<file path="config.mk">
export PLATFORM = sky130hd
export DESIGN_NAME = arb_rr4
export DESIGN_NICKNAME = d
export VERILOG_FILES = /design/src/rtl/arb_pkg.sv /design/src/rtl/dec2to4.sv /design/src/rtl/arb_rr4.sv
export SDC_FILE = /design/constraint.sdc
export NUM_CORES = 1
export LEC_CHECK = 0
export CAP_MARGIN = 20
export CELL_PAD_IN_SITES_DETAIL_PLACEMENT = 1
export CELL_PAD_IN_SITES_GLOBAL_PLACEMENT = 2
export CORE_MARGIN = 2
export CORE_UTILIZATION = 35
export DETAILED_ROUTE_END_ITERATION = 10
export DONT_BUFFER_PORTS = 1
export GPL_TIMING_DRIVEN = 0
export MAX_ROUTING_LAYER = met4
export PLACE_DENSITY_LB_ADDON = 0.1
export SLEW_MARGIN = 25
export SYNTH_ARGS = -nofsm -noshare
export SYNTH_HDL_FRONTEND = slang
export SYNTH_HIERARCHICAL = 1
export SYNTH_SLANG_ARGS = --single-unit
</file>
<file path="constraint.sdc">
create_clock -name clk -period 2.25 [get_ports clk]
set_input_delay 0.3375 -clock clk [delete_from_list [all_inputs] [get_ports clk]]
set_output_delay 0.3375 -clock clk [all_outputs]
set_load 0.01 [all_outputs]
</file>
<file path="src/rtl/arb_pkg.sv">
// rtl/arb_pkg.sv - shared types, constants and round-robin search helper for arb_rr4
package arb_pkg;

    typedef enum logic {
        IDLE  = 1'b0,
        GRANT = 1'b1
    } arb_state_e;

    localparam int CNT_W = 4;

    // Returns {found, index} of the first set bit of cand, scanning ptr+1, ptr+2, ptr+3, ptr (mod 4).
    function automatic logic [2:0] rr_pick(input logic [3:0] cand, input logic [1:0] ptr);
        logic [2:0] result;
        logic [1:0] idx;
        result = 3'b000;
        for (int k = 1; k <= 4; k++) begin
            idx = ptr + 2'(k);
            if (!result[2] && cand[idx]) begin
                result = {1'b1, idx};
            end
        end
        return result;
    endfunction

endpackage

</file>
<file path="src/rtl/dec2to4.sv">
// rtl/dec2to4.sv - 2-to-4 one-hot decoder with enable
module dec2to4 (
    input  logic [1:0] w,
    input  logic       en,
    output logic [3:0] o
);

    // One-hot decode of w, all zeros when disabled
    always_comb begin
        o = 4'b0000;
        if (en) begin
            o[w] = 1'b1;
        end
    end

endmodule

</file>
<file path="src/rtl/arb_rr4.sv">
// rtl/arb_rr4.sv - 4-requester round-robin arbiter with bounded grant hold time
module arb_rr4
    import arb_pkg::*;
#(
    parameter int MAX_HOLD = 4
) (
    input  logic       clk,
    input  logic       rst,
    input  logic [3:0] req,
    output logic [3:0] gnt,
    output logic [1:0] gidx,
    output logic       busy
);

    localparam logic [CNT_W-1:0] HOLD_LAST = CNT_W'(MAX_HOLD - 1);

    arb_state_e       state_q, state_d;
    logic [1:0]       gidx_q, gidx_d;
    logic [1:0]       ptr_q, ptr_d;
    logic [CNT_W-1:0] cnt_q, cnt_d;

    logic [2:0]       pick_any;
    logic [2:0]       pick_other;
    logic             own_req;

    // Next-state logic: idle pickup, hold counting, release with handover or re-grant
    always_comb begin
        state_d    = state_q;
        gidx_d     = gidx_q;
        ptr_d      = ptr_q;
        cnt_d      = cnt_q;
        own_req    = req[gidx_q];
        pick_any   = rr_pick(req, ptr_q);
        // The current owner is masked out so a release hands over to someone else when possible
        pick_other = rr_pick(req & ~(4'b0001 << gidx_q), ptr_q);

        case (state_q)
            IDLE: begin
                if (|req) begin
                    state_d = GRANT;
                    gidx_d  = pick_any[1:0];
                    ptr_d   = pick_any[1:0];
                    cnt_d   = '0;
                end
            end
            GRANT: begin
                if (own_req && (cnt_q < HOLD_LAST)) begin
                    cnt_d = cnt_q + CNT_W'(1);
                end else if (pick_other[2]) begin
                    gidx_d = pick_other[1:0];
                    ptr_d  = pick_other[1:0];
                    cnt_d  = '0;
                end else if (own_req) begin
                    // Hold expired with nobody else waiting: same owner starts a fresh hold window
                    cnt_d = '0;
                end else begin
                    state_d = IDLE;
                    cnt_d   = '0;
                end
            end
            default: begin
                state_d = IDLE;
            end
        endcase
    end

    // State registers; reset leaves ptr at 3 so requester 0 is searched first
    always_ff @(posedge clk or posedge rst) begin
        if (rst) begin
            state_q <= IDLE;
            gidx_q  <= 2'd0;
            ptr_q   <= 2'd3;
            cnt_q   <= '0;
        end else begin
            state_q <= state_d;
            gidx_q  <= gidx_d;
            ptr_q   <= ptr_d;
            cnt_q   <= cnt_d;
        end
    end

    assign busy = (state_q == GRANT);
    assign gidx = gidx_q;

    dec2to4 u_gnt_dec (
        .w  (gidx_q),
        .en (busy),
        .o  (gnt)
    );

endmodule

</file>
# After elaboration in Yosys (flattened, before gate mapping)
# Cells that the tools add are included.
[word_totals] regBits=9 latch_bits=0 mem_bits_rw=0 romBits=0 in_bits=6 out_inout_bits=7 n_memories=0
[op_classes] n_addsub=4 multipliers=0 div_mod_pow=0 order_cmp=7 n_eq_ne=3 n_shift=1 muxes=41 bitwise=3 n_reduce_logical=16
[ops] op="$mux 3" count=7
[ops] op="$bmux 1 s2" count=9
[ops] op="$lt 2x3->1 const B" count=5
[ops] op="$mux 1" count=14
[ops] op="$mux 4" count=3
[ops] op="$logic_and 1x1->1" count=8
[ops] op="$mux 2" count=4
[ops] op="$pmux 4 s2" count=1
[ops] op="$logic_not 1->1" count=6
[ops] op="$add 2x2->2 const B" count=2
[ops] op="$add 4x1->4 const B" count=1
[ops] op="$and 4x4->4" count=1
[ops] op="$lt 4x2->1 const B" count=1
[ops] op="$ne 2x2->1 const B" count=2
[ops] op="$not 4->4" count=1
[ops] op="$pmux 2 s2" count=1
[ops] op="$reduce_or 4->1" count=1
[ops] op="$shl 1x2->4 const A" count=1
[ops] op="$reduce_and 3->1" count=1
[ops] op="$add 2x1->2 const B" count=1
[ops] op="$demux 1 s2" count=1
[ops] op="$ge 2x1->1 const B" count=1
[ops] op="$ne 2x1->1 const B" count=1
[ops] op="$pmux 1 s2" count=1
[ops] op="$not 1->1" count=1

# Longest topological paths before layout
[depth] ltp_word=18 ltp_mapped=6 ltp_nobuf=5

# Hierarchy
# Netlist, hierarchy kept.
[modules_own_cells] module="arb_rr4" instances=1 cells_each=87 area_each_um2=745.7 seq_area_each_um2=227.7
[modules_own_cells] module="dec2to4" instances=1 cells_each=4 area_each_um2=37.5 seq_area_each_um2=0.0

# Worst setup path before layout
# No wires, ideal clock.
[synth_path] kind="reg2reg" startpoint="register gidx_q[0], in the netlist gidx[0]" endpoint="register ptr_q[1]" t_arrival_ns=1.673 setup_slack_ns=0.499 stages_incl_launch_ff=6 path_buffers=1 period_less_slack_ns=1.751 path_cell_list="dfrtp_1 > buf_6 > mux4_2 > and4b_4 > a2111o_1 > o22ai_1"
[synth_between] elab_chain_cells=18 word_cells_on_any_way=30 cone_classes="eq/ne (2); shift (1); mux (17); bitwise (2); reduce/logical (8)"
[synth_rtl] item="from (decl)" line="arb_rr4.sv:18" text="logic [1:0] gidx_q, gidx_d;"
[synth_rtl] item="from (signal assigned)" line="arb_rr4.sv:76" text="gidx_q <= gidx_d;"
[synth_rtl] item="$shl 1x2->4" line="arb_rr4.sv:35" text="pick_other = rr_pick(req & ~(4'b0001 << gidx_q), ptr_q);"
[synth_rtl] item="$not 4->4" line="arb_rr4.sv:35"
[synth_rtl] item="$and 4x4->4" line="arb_rr4.sv:35"
[synth_rtl] item="$bmux 1 s2" line="arb_pkg.sv:18" text="if (!result[2] && cand[idx]) begin"
[synth_rtl] item="$mux 1 (not written as such)" line="arb_pkg.sv:18"
[synth_rtl] item="$mux 3" line="arb_pkg.sv:18"
[synth_rtl] item="$logic_not 1->1" line="arb_pkg.sv:18"
[synth_rtl] item="$logic_and 1x1->1" line="arb_pkg.sv:18"
[synth_rtl] item="(+2 left out)"
[synth_rtl] item="$logic_and 1x1->1" line="arb_pkg.sv:18"
[synth_rtl] item="$mux 3" line="arb_pkg.sv:18"
[synth_rtl] item="$logic_not 1->1" line="arb_pkg.sv:18"
[synth_rtl] item="$logic_and 1x1->1" line="arb_pkg.sv:18"
[synth_rtl] item="$mux 3" line="arb_pkg.sv:18"
[synth_rtl] item="$mux 2" line="arb_rr4.sv:49" text="end else if (pick_other[2]) begin"
[synth_rtl] item="$mux 2" line="arb_rr4.sv:47" text="if (own_req && (cnt_q < HOLD_LAST)) begin"
[synth_rtl] item="$pmux 2 s2" line="arb_rr4.sv:37" text="case (state_q)"
[synth_rtl] item="to (signal assigned)" line="arb_rr4.sv:77" text="ptr_q <= ptr_d;"
[synth_rtl] item="to (decl)" line="arb_rr4.sv:19" text="logic [1:0] ptr_q, ptr_d;"
# Several ways; a longest one is shown, not always the timed one. The select of a mux whose other input is x is not followed.
# A chain may end at the register's enable or synchronous reset.

# Worst setup path in the final report
[layout_path] startpoint="register gidx_q[0], in the netlist gidx[0]" endpoint="register ptr_q[0]"
# Same word-level chain as after synthesis.

==> report_table.html <==
<table>
<tr><th>Metric</th><th>Value</th></tr>
<tr><th colspan="2">Status</th></tr>
<tr><td>Status</td><td>complete, no violations</td></tr>
<tr><th colspan="2">Critical path</th></tr>
<tr><td>Number of cell instances on the worst register-to-register path</td><td>5</td></tr>
<tr><td>Required time worst endpoint</td><td>2430 ps</td></tr>
<tr><td>Critical Path End Type</td><td>flip-flop</td></tr>
<tr><td>Largest fanout on the critical path</td><td>8</td></tr>
<tr><td>Reg2Reg Capture Point</td><td>ptr_q[0]$_DFFE_PP1P_</td></tr>
<tr><td>CP Launch Type</td><td>flip-flop</td></tr>
<tr><td>Slack of the worst reg-to-reg path</td><td>290 ps</td></tr>
<tr><td>CP Class</td><td>reg -&gt; reg</td></tr>
<tr><td>Launching point of the worst reg2reg path</td><td>gidx[0]$_DFFE_PP0P_</td></tr>
<tr><td>Arrival time reported for the critical path endpoint</td><td>2130 ps</td></tr>
<tr><th colspan="2">Placed design</th></tr>
<tr><td>Final HPWL DP</td><td>1420 um</td></tr>
<tr><td>Placer Congestion</td><td>0.840</td></tr>
<tr><td>Post-Place Cells</td><td>119</td></tr>
<tr><td>DP Worst Slack</td><td>314 ps</td></tr>
<tr><td>Buffers added on ports</td><td>0</td></tr>
<tr><th colspan="2">STA</th></tr>
<tr><td>Final count of hold timing violations</td><td>0</td></tr>
<tr><td>Clock Skews</td><td>4.36 ps</td></tr>
<tr><td>Max-Slew Margin vs Limit</td><td>69.1%</td></tr>
<tr><td>Shortest clock period the worst path allows after layout</td><td>1960 ps</td></tr>
<tr><td>Share of the clock period used by the worst path</td><td>86.9%</td></tr>
<tr><td>Worst Max-Slew Pin Slew</td><td>462 ps</td></tr>
<tr><td>Final worst-path setup slack</td><td>294 ps</td></tr>
<tr><td>Setup TNS</td><td>0 ps</td></tr>
<tr><td>Setup Viol. Count Final</td><td>0</td></tr>
<tr><td>Setup repair after global routing missed its margin</td><td>no</td></tr>
<tr><td>Number of pins with negative max-slew slack in the final report</td><td>0</td></tr>
<tr><td>Highest Clock Rate</td><td>0.511 GHz</td></tr>
<tr><th colspan="2">Worst hold path</th></tr>
<tr><td>Launch instance of the worst min-delay path</td><td>req[0]</td></tr>
<tr><td>WHS Path Cells</td><td>2</td></tr>
<tr><td>Classification of the worst-slack hold path</td><td>in -&gt; reg</td></tr>
<tr><td>Min-Delay Endpoint</td><td>busy$_DFF_PP0_</td></tr>
<tr><th colspan="2">Clock network</th></tr>
<tr><td>Count of hold buffers inserted by post-cts repair</td><td>1</td></tr>
<tr><td>Clock root buffer master</td><td>sky130_fd_sc_hd__clkbuf_4</td></tr>
<tr><td>Total clock buffers created by CTS</td><td>3</td></tr>
<tr><td>Maximum buffer depth of the clock tree</td><td>2</td></tr>
<tr><td>Worst-skew pair later-pin latency</td><td>260 ps</td></tr>
<tr><td>Count of buffers added by post-CTS timing repair for setup</td><td>0</td></tr>
<tr><td>Clock-pin slew on the worst setup and hold paths</td><td>60 ps</td></tr>
<tr><td>CTS tree</td><td>yes</td></tr>
<tr><td>H-Tree Level Count</td><td>1</td></tr>
<tr><td>Number of sinks on the clock net</td><td>9</td></tr>
<tr><td>Number of resized instances in the post-cts repair step</td><td>0</td></tr>
<tr><th colspan="2">Power</th></tr>
<tr><td>Leakage Power</td><td>0.000374 uW</td></tr>
<tr><td>IR Drop Worst-Case VDD</td><td>580 uV</td></tr>
<tr><td>PwrDens</td><td>1230 nW/um2</td></tr>
<tr><th colspan="2">Synth</th></tr>
<tr><td>Unique cell type count in the Yosys netlist</td><td>37</td></tr>
<tr><td>Synthesis warning total</td><td>6</td></tr>
<tr><td>Syn_nets</td><td>98</td></tr>
<tr><td>Mean instance size in the synthesized netlist</td><td>8.61 um2</td></tr>
<tr><td>Netlist area before placement</td><td>783 um2</td></tr>
<tr><td>Post-synthesis register bit count</td><td>9</td></tr>
<tr><td>Mapped Cells</td><td>91</td></tr>
<tr><td>Sequential cell area fraction in the yosys report</td><td>29.1%</td></tr>
<tr><th colspan="2">Global routing</th></tr>
<tr><td>Wire length of the first global-routing pass</td><td>3340 um</td></tr>
<tr><td>Number of global-route vias before repair</td><td>727</td></tr>
<tr><td>Total routing usage reported by global routing</td><td>17.4%</td></tr>
<tr><td>Initial antenna violation count</td><td>0</td></tr>
<tr><td>Sum of overflow across all layers after global routing</td><td>0</td></tr>
<tr><td>Maximum number of pins on one net before global-route repair</td><td>13</td></tr>
<tr><th colspan="2">Detailed routing</th></tr>
<tr><td>Number of vias after detailed routing</td><td>713</td></tr>
<tr><td>Number of search-and-repair iterations in the first detailed-routing pass</td><td>4</td></tr>
<tr><td>Via count normalized by instance count</td><td>5.75</td></tr>
<tr><td>DRC marker count from the first detailed-route iteration</td><td>7</td></tr>
<tr><td>DRC viols</td><td>0</td></tr>
<tr><td>Mean routed wirelength per cell</td><td>15.5 um</td></tr>
<tr><td>Residual antenna-violating net count after detailed routing</td><td>0</td></tr>
<tr><td>Total wirelength of the detailed-routed design</td><td>1920 um</td></tr>
<tr><th colspan="2">Floorplan</th></tr>
<tr><td>Area of the core</td><td>2170 um2</td></tr>
<tr><td>Die Span X</td><td>51.3 um</td></tr>
<tr><td>Die span in y</td><td>51.3 um</td></tr>
<tr><td>Top Ports</td><td>13</td></tr>
<tr><td>Initial Utilization</td><td>36.1%</td></tr>
<tr><td>Core Rows</td><td>17</td></tr>
<tr><td>Floorplan die area</td><td>2630 um2</td></tr>
<tr><th colspan="2">Job</th></tr>
<tr><td>Count of maximum capacitance violations</td><td>0</td></tr>
<tr><th colspan="2">Final layout</th></tr>
<tr><td>Non-Filler Instances</td><td>124</td></tr>
<tr><td>Diodes inserted</td><td>0</td></tr>
<tr><td>Fraction of final layout cells with drive strength greater than 1</td><td>22.9%</td></tr>
<tr><td>Number of nets in the layout</td><td>104</td></tr>
<tr><td>Core occupancy in the finished layout</td><td>39.4%</td></tr>
<tr><td>Most frequent standard cell in the layout excluding fill and tap cells</td><td>sky130_fd_sc_hd__nand2_1</td></tr>
<tr><td>Filler cell count</td><td>280</td></tr>
<tr><td>Most frequent cells in the layout</td><td>sky130_fd_sc_hd__nand2_1 (9), sky130_fd_sc_hd__a21oi_1 (7), sky130_fd_sc_hd__dfrtp_1 (7)</td></tr>
<tr><td>Relative area change from synthesis to final layout</td><td>9.11%</td></tr>
</table>
cell type report:
type,count,area (um2),share of cell area [%]
Buffer,7,47.5,5.56
Clock buffer,4,26.3,3.07
Inverter,5,18.8,2.20
Multi-Input combinational cell,70,489,57.2
Sequential cell,9,228,26.6
Tap cell,28,35.0,4.10
Timing Repair Buffer,1,10.0,1.17
how the worst max path moves through the flow:
| stage | from | endpoint | slack [ps] |
|---|---|---|---|
| 2_1_floorplan | gidx[0]$_DFFE_PP0P_ | ptr_q[1]$_DFFE_PP1P_ | 500 |
| 3_3_place_gp | gidx[0]$_DFFE_PP0P_ | ptr_q[1]$_DFFE_PP1P_ | 320 |
| 3_5_place_dp | gidx[0]$_DFFE_PP0P_ | ptr_q[0]$_DFFE_PP1P_ | 310 |
| 4_1_cts | gidx[0]$_DFFE_PP0P_ | ptr_q[0]$_DFFE_PP1P_ | 290 |
| 5_1_grt | gidx[0]$_DFFE_PP0P_ | ptr_q[0]$_DFFE_PP1P_ | 230 |
| 6_report | gidx[0]$_DFFE_PP0P_ | ptr_q[0]$_DFFE_PP1P_ | 290 |
Yosys cell counts:
| library cell | number | share of area [%] |
|---|---|---|
| sky130_fd_sc_hd__o21a_1 | 1 | 0.96 |
| sky130_fd_sc_hd__nor3b_2 | 1 | 1.6 |
| sky130_fd_sc_hd__dfstp_2 | 2 | 6.7 |
| sky130_fd_sc_hd__inv_1 | 5 | 2.4 |
| sky130_fd_sc_hd__or3_1 | 2 | 1.6 |
| sky130_fd_sc_hd__a2111o_1 | 1 | 1.4 |
| sky130_fd_sc_hd__nand2_1 | 9 | 4.3 |
| sky130_fd_sc_hd__and2_1 | 2 | 1.6 |
| sky130_fd_sc_hd__nor3_1 | 2 | 1.3 |
| sky130_fd_sc_hd__and3b_1 | 2 | 2.2 |
| sky130_fd_sc_hd__nand2b_1 | 5 | 4.0 |
| sky130_fd_sc_hd__mux4_2 | 1 | 2.9 |
| sky130_fd_sc_hd__or2_1 | 1 | 0.80 |
| sky130_fd_sc_hd__nor2_1 | 4 | 1.9 |
| sky130_fd_sc_hd__nor3_4 | 1 | 2.1 |
| sky130_fd_sc_hd__and4_1 | 1 | 1.1 |
| sky130_fd_sc_hd__and4b_4 | 1 | 1.8 |
| sky130_fd_sc_hd__ha_1 | 1 | 1.6 |
| sky130_fd_sc_hd__a22o_1 | 1 | 1.1 |
| sky130_fd_sc_hd__nor2_2 | 1 | 0.80 |
| sky130_fd_sc_hd__o32a_1 | 1 | 1.3 |
| sky130_fd_sc_hd__a31oi_1 | 3 | 2.4 |
| sky130_fd_sc_hd__nor2b_1 | 2 | 1.6 |
| sky130_fd_sc_hd__o211a_1 | 1 | 1.3 |
| sky130_fd_sc_hd__a21boi_0 | 1 | 0.96 |
| sky130_fd_sc_hd__buf_2 | 5 | 3.2 |
| sky130_fd_sc_hd__buf_6 | 2 | 2.9 |
| sky130_fd_sc_hd__o221a_2 | 3 | 4.3 |
| sky130_fd_sc_hd__nand3_1 | 1 | 0.64 |
| sky130_fd_sc_hd__a21oi_1 | 7 | 4.5 |
| sky130_fd_sc_hd__mux2i_1 | 2 | 2.6 |
| sky130_fd_sc_hd__and3_2 | 1 | 0.96 |
| sky130_fd_sc_hd__dfrtp_1 | 7 | 22 |
| sky130_fd_sc_hd__o22ai_1 | 4 | 3.2 |
| sky130_fd_sc_hd__a32oi_1 | 1 | 1.1 |
| sky130_fd_sc_hd__o21ai_0 | 5 | 3.2 |
| sky130_fd_sc_hd__mux2_2 | 1 | 1.4 |
layer usage:
layer  share of wire [%]  vias to the layer above  wire [um]  GRT usage, %
met5                   0                        -          0             -
met4                 2.0                        0         39          6.58
met3                 4.7                        4         91          4.09
met2                  45                       18        860          26.2
met1                  48                      344        928          22.7
li1                    -                      347          -             -
per-stage QoR:
stage | cell area, um2 | hold WS, ps | total power [uW]
6_report | 855 | 214 | 1050
5_1_grt | 855 | 212 | 1150
4_1_cts | 855 | 210 | 1060
3_5_place_dp | 818 | 208 | 927
3_3_place_gp | 818 | 192 | 933
2_1_floorplan | 783 | 164 | 803
sequential cells by signal, indices dropped and copies added (netlist names):
name   cells
busy       1
cnt_q      4
gidx       2
ptr_q      2
cells by family after synthesis:
group	after synthesis	share of synthesized area [%]
muxes	4	6.87
DFF	9	29.1
buffers and inverters	12	8.47
AOI/OAI and AO/OA	29	25.7
adders and majority gates	1	1.60
and+or+nand+nor	36	28.3
worst max-delay path, stage by stage, from the launching register on:
cell and delay (ps):
sky130_fd_sc_hd__dfrtp_1 480, sky130_fd_sc_hd__buf_6 180, sky130_fd_sc_hd__mux4_2 510, sky130_fd_sc_hd__and4b_4 230, sky130_fd_sc_hd__nor3_4 200, sky130_fd_sc_hd__mux2i_1 260
report_power, final:
part | internal [uW] | switching (uW)
Sequential | 228 | 63.8
Clock | 68.3 | 55.2
Combinational | 292 | 344
Total | 589 | 463
(Power assumes the default switching activity.)
